--- src/rtl/bitseq_sched.sv ---
// -----------------------------------------------------------------------------
// bitseq_sched
//   Command-driven front end for NCH bitseq_player channels. Accepts 32-bit
//   commands over a valid/ready port. It holds each channel's len / rate_div /
//   phase_off, and it serialises 32-bit pattern words LSB first into the
//   single-bit player write ports. It also issues start/stop pulses to any
//   subset of channels in the same clock.
//
// Ports
//   clk, rst_n      system clock, asynchronous active-low reset
//   cmd_valid/ready command handshake (ready only while idle)
//   cmd_op/ch/data  opcode, target channel, operand
//   ch_playing      playing flags reported by the players
//   ch_start/stop   one-cycle start/stop pulses, one bit per channel
//   ch_len/rate/phase  packed per-channel configuration
//   ch_wr_en        per-channel write enable during a word write
//   wr_addr/wr_bit  shared write address / data
//   busy            word write in progress
//   err             sticky: [0] bad channel, [1] target playing, [2] write aborted
// -----------------------------------------------------------------------------
module bitseq_sched #(
  parameter int NCH = 4,
  parameter int AW  = 14
) (
  input  logic                   clk,
  input  logic                   rst_n,
  input  logic                   cmd_valid,
  output logic                   cmd_ready,
  input  logic [2:0]             cmd_op,
  input  logic [2:0]             cmd_ch,
  input  logic [31:0]            cmd_data,
  input  logic [NCH-1:0]         ch_playing,
  output logic [NCH-1:0]         ch_start,
  output logic [NCH-1:0]         ch_stop,
  output logic [NCH*(AW+1)-1:0]  ch_len,
  output logic [NCH*32-1:0]      ch_rate,
  output logic [NCH*32-1:0]      ch_phase,
  output logic [NCH-1:0]         ch_wr_en,
  output logic [AW-1:0]          wr_addr,
  output logic                   wr_bit,
  output logic                   busy,
  output logic [2:0]             err
);

  typedef enum logic [2:0] {
    OP_SET_ADDR   = 3'd0,
    OP_WRITE_WORD = 3'd1,
    OP_SET_LEN    = 3'd2,
    OP_SET_RATE   = 3'd3,
    OP_SET_PHASE  = 3'd4,
    OP_START      = 3'd5,
    OP_STOP       = 3'd6,
    OP_CLR_ERR    = 3'd7
  } op_t;

  typedef enum logic {S_IDLE, S_WRITE} state_t;

  // Largest legal length: the full memory depth, 2^AW.
  localparam logic [AW:0] LEN_MAX = {1'b1, {AW{1'b0}}};

  state_t          state_q, state_d;
  logic [AW-1:0]   ptr_q;
  logic [31:0]     word_q;
  logic [4:0]      cnt_q;
  logic [NCH-1:0]  wsel_q;      // one-hot channel of the word being written
  logic [NCH-1:0]  start_q, stop_q;
  logic [2:0]      err_q, err_d;
  logic [AW:0]     len_q   [NCH];
  logic [31:0]     rate_q  [NCH];
  logic [31:0]     phase_q [NCH];

  op_t             op;
  logic            accept;
  logic [NCH-1:0]  ch_sel;
  logic            ch_ok, tgt_playing, cfg_op, cfg_ok;
  logic            abort, last_bit;
  logic            bad_ch_err, play_err;
  logic [AW:0]     len_sat;

  assign op     = op_t'(cmd_op);
  assign accept = cmd_valid && (state_q == S_IDLE);

  // Decode the channel into a one-hot select. An out-of-range index gives an
  // all-zero select, so it never needs a wide or out-of-bounds array index.
  always_comb begin
    ch_sel = '0;
    for (int i = 0; i < NCH; i++) ch_sel[i] = (cmd_ch == 3'(i));
  end

  assign ch_ok       = |ch_sel;
  assign tgt_playing = |(ch_sel & ch_playing);
  assign cfg_op      = (op == OP_WRITE_WORD) || (op == OP_SET_LEN) ||
                       (op == OP_SET_RATE)   || (op == OP_SET_PHASE);
  assign cfg_ok      = ch_ok && !tgt_playing;
  assign len_sat     = (cmd_data > 32'(LEN_MAX)) ? LEN_MAX : cmd_data[AW:0];

  assign abort    = (state_q == S_WRITE) && |(wsel_q & ch_playing);
  assign last_bit = (cnt_q == 5'd31);

  assign bad_ch_err = accept && cfg_op && !ch_ok;
  assign play_err   = accept && ((cfg_op && ch_ok && tgt_playing) ||
                                 (op == OP_START && |(cmd_data[NCH-1:0] & ch_playing)));

  // NOTE: every signal written in a combinational block gets a default at the
  // top. Otherwise a path that leaves it unassigned infers a latch.
  always_comb begin
    state_d = state_q;
    unique case (state_q)
      S_IDLE:  if (accept && op == OP_WRITE_WORD && cfg_ok) state_d = S_WRITE;
      S_WRITE: if (abort || last_bit)                       state_d = S_IDLE;
      default: state_d = S_IDLE;
    endcase
  end

  // A clear and a new error in the same cycle: the new error survives.
  always_comb begin
    err_d = (accept && op == OP_CLR_ERR) ? 3'b000 : err_q;
    err_d = err_d | {abort, play_err, bad_ch_err};
  end

  // NOTE: sequential state uses non-blocking assignments only. Every register
  // then samples pre-edge values, whatever order the statements are in.
  always_ff @(posedge clk or negedge rst_n) begin
    if (!rst_n) begin
      state_q <= S_IDLE;
      err_q   <= '0;
    end else begin
      state_q <= state_d;
      err_q   <= err_d;
    end
  end

  // The configuration registers are architecturally visible, so they are
  // reset. The player memories behind the write port are not.
  always_ff @(posedge clk or negedge rst_n) begin
    if (!rst_n) begin
      ptr_q   <= '0;
      word_q  <= '0;
      cnt_q   <= '0;
      wsel_q  <= '0;
      start_q <= '0;
      stop_q  <= '0;
      for (int i = 0; i < NCH; i++) begin
        len_q[i]   <= '0;
        rate_q[i]  <= '0;
        phase_q[i] <= '0;
      end
    end else begin
      start_q <= '0;
      stop_q  <= '0;
      if (accept) begin
        unique case (op)
          OP_SET_ADDR: ptr_q <= cmd_data[AW-1:0];
          OP_WRITE_WORD: if (cfg_ok) begin
            word_q <= cmd_data;
            wsel_q <= ch_sel;
            cnt_q  <= '0;
          end
          OP_SET_LEN, OP_SET_RATE, OP_SET_PHASE: if (cfg_ok) begin
            for (int i = 0; i < NCH; i++) begin
              if (ch_sel[i]) begin
                if (op == OP_SET_LEN)   len_q[i]   <= len_sat;
                if (op == OP_SET_RATE)  rate_q[i]  <= cmd_data;
                if (op == OP_SET_PHASE) phase_q[i] <= cmd_data;
              end
            end
          end
          OP_START: start_q <= cmd_data[NCH-1:0] & ~ch_playing;
          OP_STOP:  stop_q  <= cmd_data[NCH-1:0];
          default: ;
        endcase
      end else if (state_q == S_WRITE && !abort) begin
        // An aborted write leaves the pointer where it was.
        if (last_bit) ptr_q <= ptr_q + AW'(32);
        else          cnt_q <= cnt_q + 5'd1;
      end
    end
  end

  for (genvar g = 0; g < NCH; g++) begin : g_pack
    assign ch_len[g*(AW+1) +: AW+1] = len_q[g];
    assign ch_rate[g*32 +: 32]      = rate_q[g];
    assign ch_phase[g*32 +: 32]     = phase_q[g];
  end

  assign cmd_ready = (state_q == S_IDLE);
  assign busy      = (state_q == S_WRITE);
  assign err       = err_q;
  assign ch_start  = start_q;
  assign ch_stop   = stop_q;
  // The enable drops in the same cycle a target channel starts playing.
  assign ch_wr_en  = (busy && !abort) ? wsel_q : '0;
  assign wr_addr   = busy ? ptr_q + AW'(cnt_q) : '0;
  assign wr_bit    = busy && word_q[cnt_q];

endmodule

--- config.mk ---
export PLATFORM = sky130hd
export DESIGN_NAME = bitseq_sched
export DESIGN_NICKNAME = d
export VERILOG_FILES = /design/src/rtl/bitseq_sched.sv
export SDC_FILE = /design/constraint.sdc
export NUM_CORES = 1
export LEC_CHECK = 0
export BUFFER_PORTS_ARGS = -buffer_cell sky130_fd_sc_hd__clkbuf_2
export CAP_MARGIN = 25
export CORE_MARGIN = 4
export CORE_UTILIZATION = 55
export DETAILED_ROUTE_END_ITERATION = 7
export GPL_TIMING_DRIVEN = 0
export PLACE_DENSITY = 0.82
export SETUP_SLACK_MARGIN = 0.05
export SLEW_MARGIN = 20
export SYNTH_ARGS = -nofsm -noshare
export SYNTH_HDL_FRONTEND = slang
export SYNTH_SLANG_ARGS = --single-unit
--- constraint.sdc ---
create_clock -name clk -period 4.6 [get_ports clk]
set_clock_uncertainty 0.05 [all_clocks]
set_input_delay 0.69 -clock clk [delete_from_list [all_inputs] [get_ports clk]]
set_output_delay 0.69 -clock clk [all_outputs]
set_load 0.05 [all_outputs]
==> results.cfg <==
[status]
outcome = finished, final reports clean

[clocking]
ctsHoldBuffers = 0
cts_inserted_buffers = 39
clock-root-buffer = clkbuf_16
worstSkewPairLatency_ps = 510
cts_tree = done
cts_resized = 0
clock_path_buffers = 3
htreeDepth = 2
clkTransAtPathRegs_ps = 60
cts.sink_count = 383
post-cts-setup-buffers = 0

[cells_and_area]
utilization = 0.697
synthToLayoutAreaGrowth_pct = 23.8
diodes = 0
nets = 1618
final_cell_mix = dfrtp_1 (383), clkbuf_2 (374), mux2_2 (302), nand2_1 (130), clkbuf_1 (43)
final_cell_area_sq_mm = 0.0196
final_common_cell = dfrtp_1
drive_gt1_frac = 0.509

[place]
gp_congestion = 0.887
numPortBuffers = 371
place_area_sq_mm = 0.0183
post-dp-hpwl_microns = 33100

[drt]
post_drt_via_cell_ratio = 5.62
drc = 0
vias = 11100
ant_nets = 0
dr.first_iter.drc_count = 769
drt_first_pass_iters = 5
wl_microns = 47100
wire_per_inst_microns = 23.9

[sta]
setup_viol_count_final = 0
fin_tns_setup_ps = 0
worst_slew_margin_rel = 0.335
grt_setup_unrepaired = false
worstMarginPinSlew_ps = 998
fmax_ghz = 0.240
period_share = 0.906
hold_viol_final = 0
finalMaxSlewViolations = 0
finalCriticalPeriod_ps = 4170

[floorplan]
start_util = 0.563
die_y_microns = 178
io-pin-count = 393
die_x_microns = 178
dieArea_sq_mm = 0.0315
rows = 61
core_sq_mm = 0.0281

[power_and_ir_drop]
vdd_drop_max_mv = 0.389
p_leak_nw = 10.4
p_total_mw = 10.4
power_density_mw_per_mm2 = 530

[logic_synthesis]
ys_async_sr_fraction = 1.00
synth_area_sq_mm = 0.0158
synth_nets = 1202
ys.flop_type = dfrtp_1
syn_avg_cell_area_sq_um = 13.8
postSynthCellCount = 1148
yosysSeqAreaShare = 0.606
synth.distinct_cells = 52
synth_edf_count = 0
synth_warnings = 0
synth_seq_cells = 383

[worst_setup_path]
critical_path_required_ps = 3860
critPathMaxFanout = 10
cp-end-kind = output port
startpoint_type = register
cp.arrival_ps = 3430
crit_type = reg2out

[global_route]
gr-usage-all-layers = 0.296
grt_pass1_vias = 11700
grt_max_degree = 94
antenna_found_initial = 0
grt_pass1_wl_microns = 71100
grt_overflow_total = 0

[flow_run]
maxCapViolCount = 0

[worst_hold_path]
hold_class = in2async
## path summary, 6_finish.rpt
kind	start	end	slack [ps]	cells after the start
min reg2reg	word_q[14]$_DFFE_PN0P_	word_q[14]$_DFFE_PN0P_	430	2
max in group asynchronous	rst_n	ch_rate[87]$_DFFE_PN0P_	3300	3
max reg2reg	busy$_DFF_PN0_	ch_rate[43]$_DFFE_PN0P_	1680	7
min	rst_n	ch_rate[37]$_DFFE_PN0P_	20	1
max	cnt_q[1]$_DFFE_PN0P_	wr_addr[6]	430	9
min in group clk	ch_playing[2]	ch_start[2]$_DFF_PN0_	360	2
## critical path, stage by stage, from the launching register on
cell and delay (ps):
dfrtp_1 390, clkbuf_1 480, inv_1 170, fa_1 450, nor2b_1 180, o21a_1 150
o21ai_0 250, a21boi_0 320, mux2i_1 220, clkbuf_2 310
## kinds of logic after synthesis
logic type,count (synthesis),synth area share
compound gates,75,0.0307
mux,334,0.244
fa+ha+maj,9,0.00760
flops,383,0.606
simple gates,252,0.0799
buf+inv,95,0.0310
## per-stage QoR
step	hold slack, ps	std cells	worst slack (ps)
after floorplan	344	1148	1130
after global placement	406	1897	-5370
after detailed placement	411	1901	1020
after CTS	14.1	1971	443
after global routing	27.7	1971	215
final	23.1	1971	433
## power by group
part	leakage (nW)	total (mW)	internal (mW)	switching (mW)
logic	4.57	2.96	0.803	2.16
registers	5.15	4.18	3.85	0.334
clock network	0.648	3.24	1.93	1.31
total	10.4	10.4	6.58	3.80
## cell type report
cell class                 instances  area [sq um]
buffer                            85           452
clock buffer                      53          1120
clock inverter                    17           200
fill                            1944          8520
inverter                          10          37.5
multi-input combinational        670          5730
sequential                       383          9580
tap                              378           473
timing repair buffer             375          1980
## cells in the mapped netlist, types with 6 or more instances
master    count  area share
mux2_2      302        0.22
nor4_1        7      0.0028
a21o_1        6      0.0029
buf_6         7      0.0050
nand3_1      15      0.0048
clkbuf_1     38      0.0090
mux4_2        9       0.013
ha_1          8      0.0063
nand2b_1     10      0.0040
nand2_1     130       0.031
a21oi_1      19      0.0060
and2_1       21      0.0083
buf_4        14      0.0067
or3_1         6      0.0024
nor3_1        9      0.0029
mux2_1       10      0.0071
nor3b_1       7      0.0033
nor2_4        8      0.0057
o21ai_0      24      0.0076
dfrtp_1     383        0.61
buf_2        18      0.0057
inv_1        10      0.0024
nor2_1       15      0.0036
mux2i_1      10      0.0063
and3_1        7      0.0028
## flip-flops by register name, indices dropped and copies added (netlist names)
name	cells
busy	1
ch_len	60
ch_phase	128
ch_rate	128
ch_start	4
ch_stop	4
cnt_q	5
err	3
ptr_q	14
word_q	32
wsel_q	4
## layer usage
layer  track usage  share of wire
met5             0              0
met4         0.108          0.037
met3        0.0961          0.092
met2         0.491           0.49
met1         0.367           0.38
No activity file was read; power rests on OpenSTA's default activity.
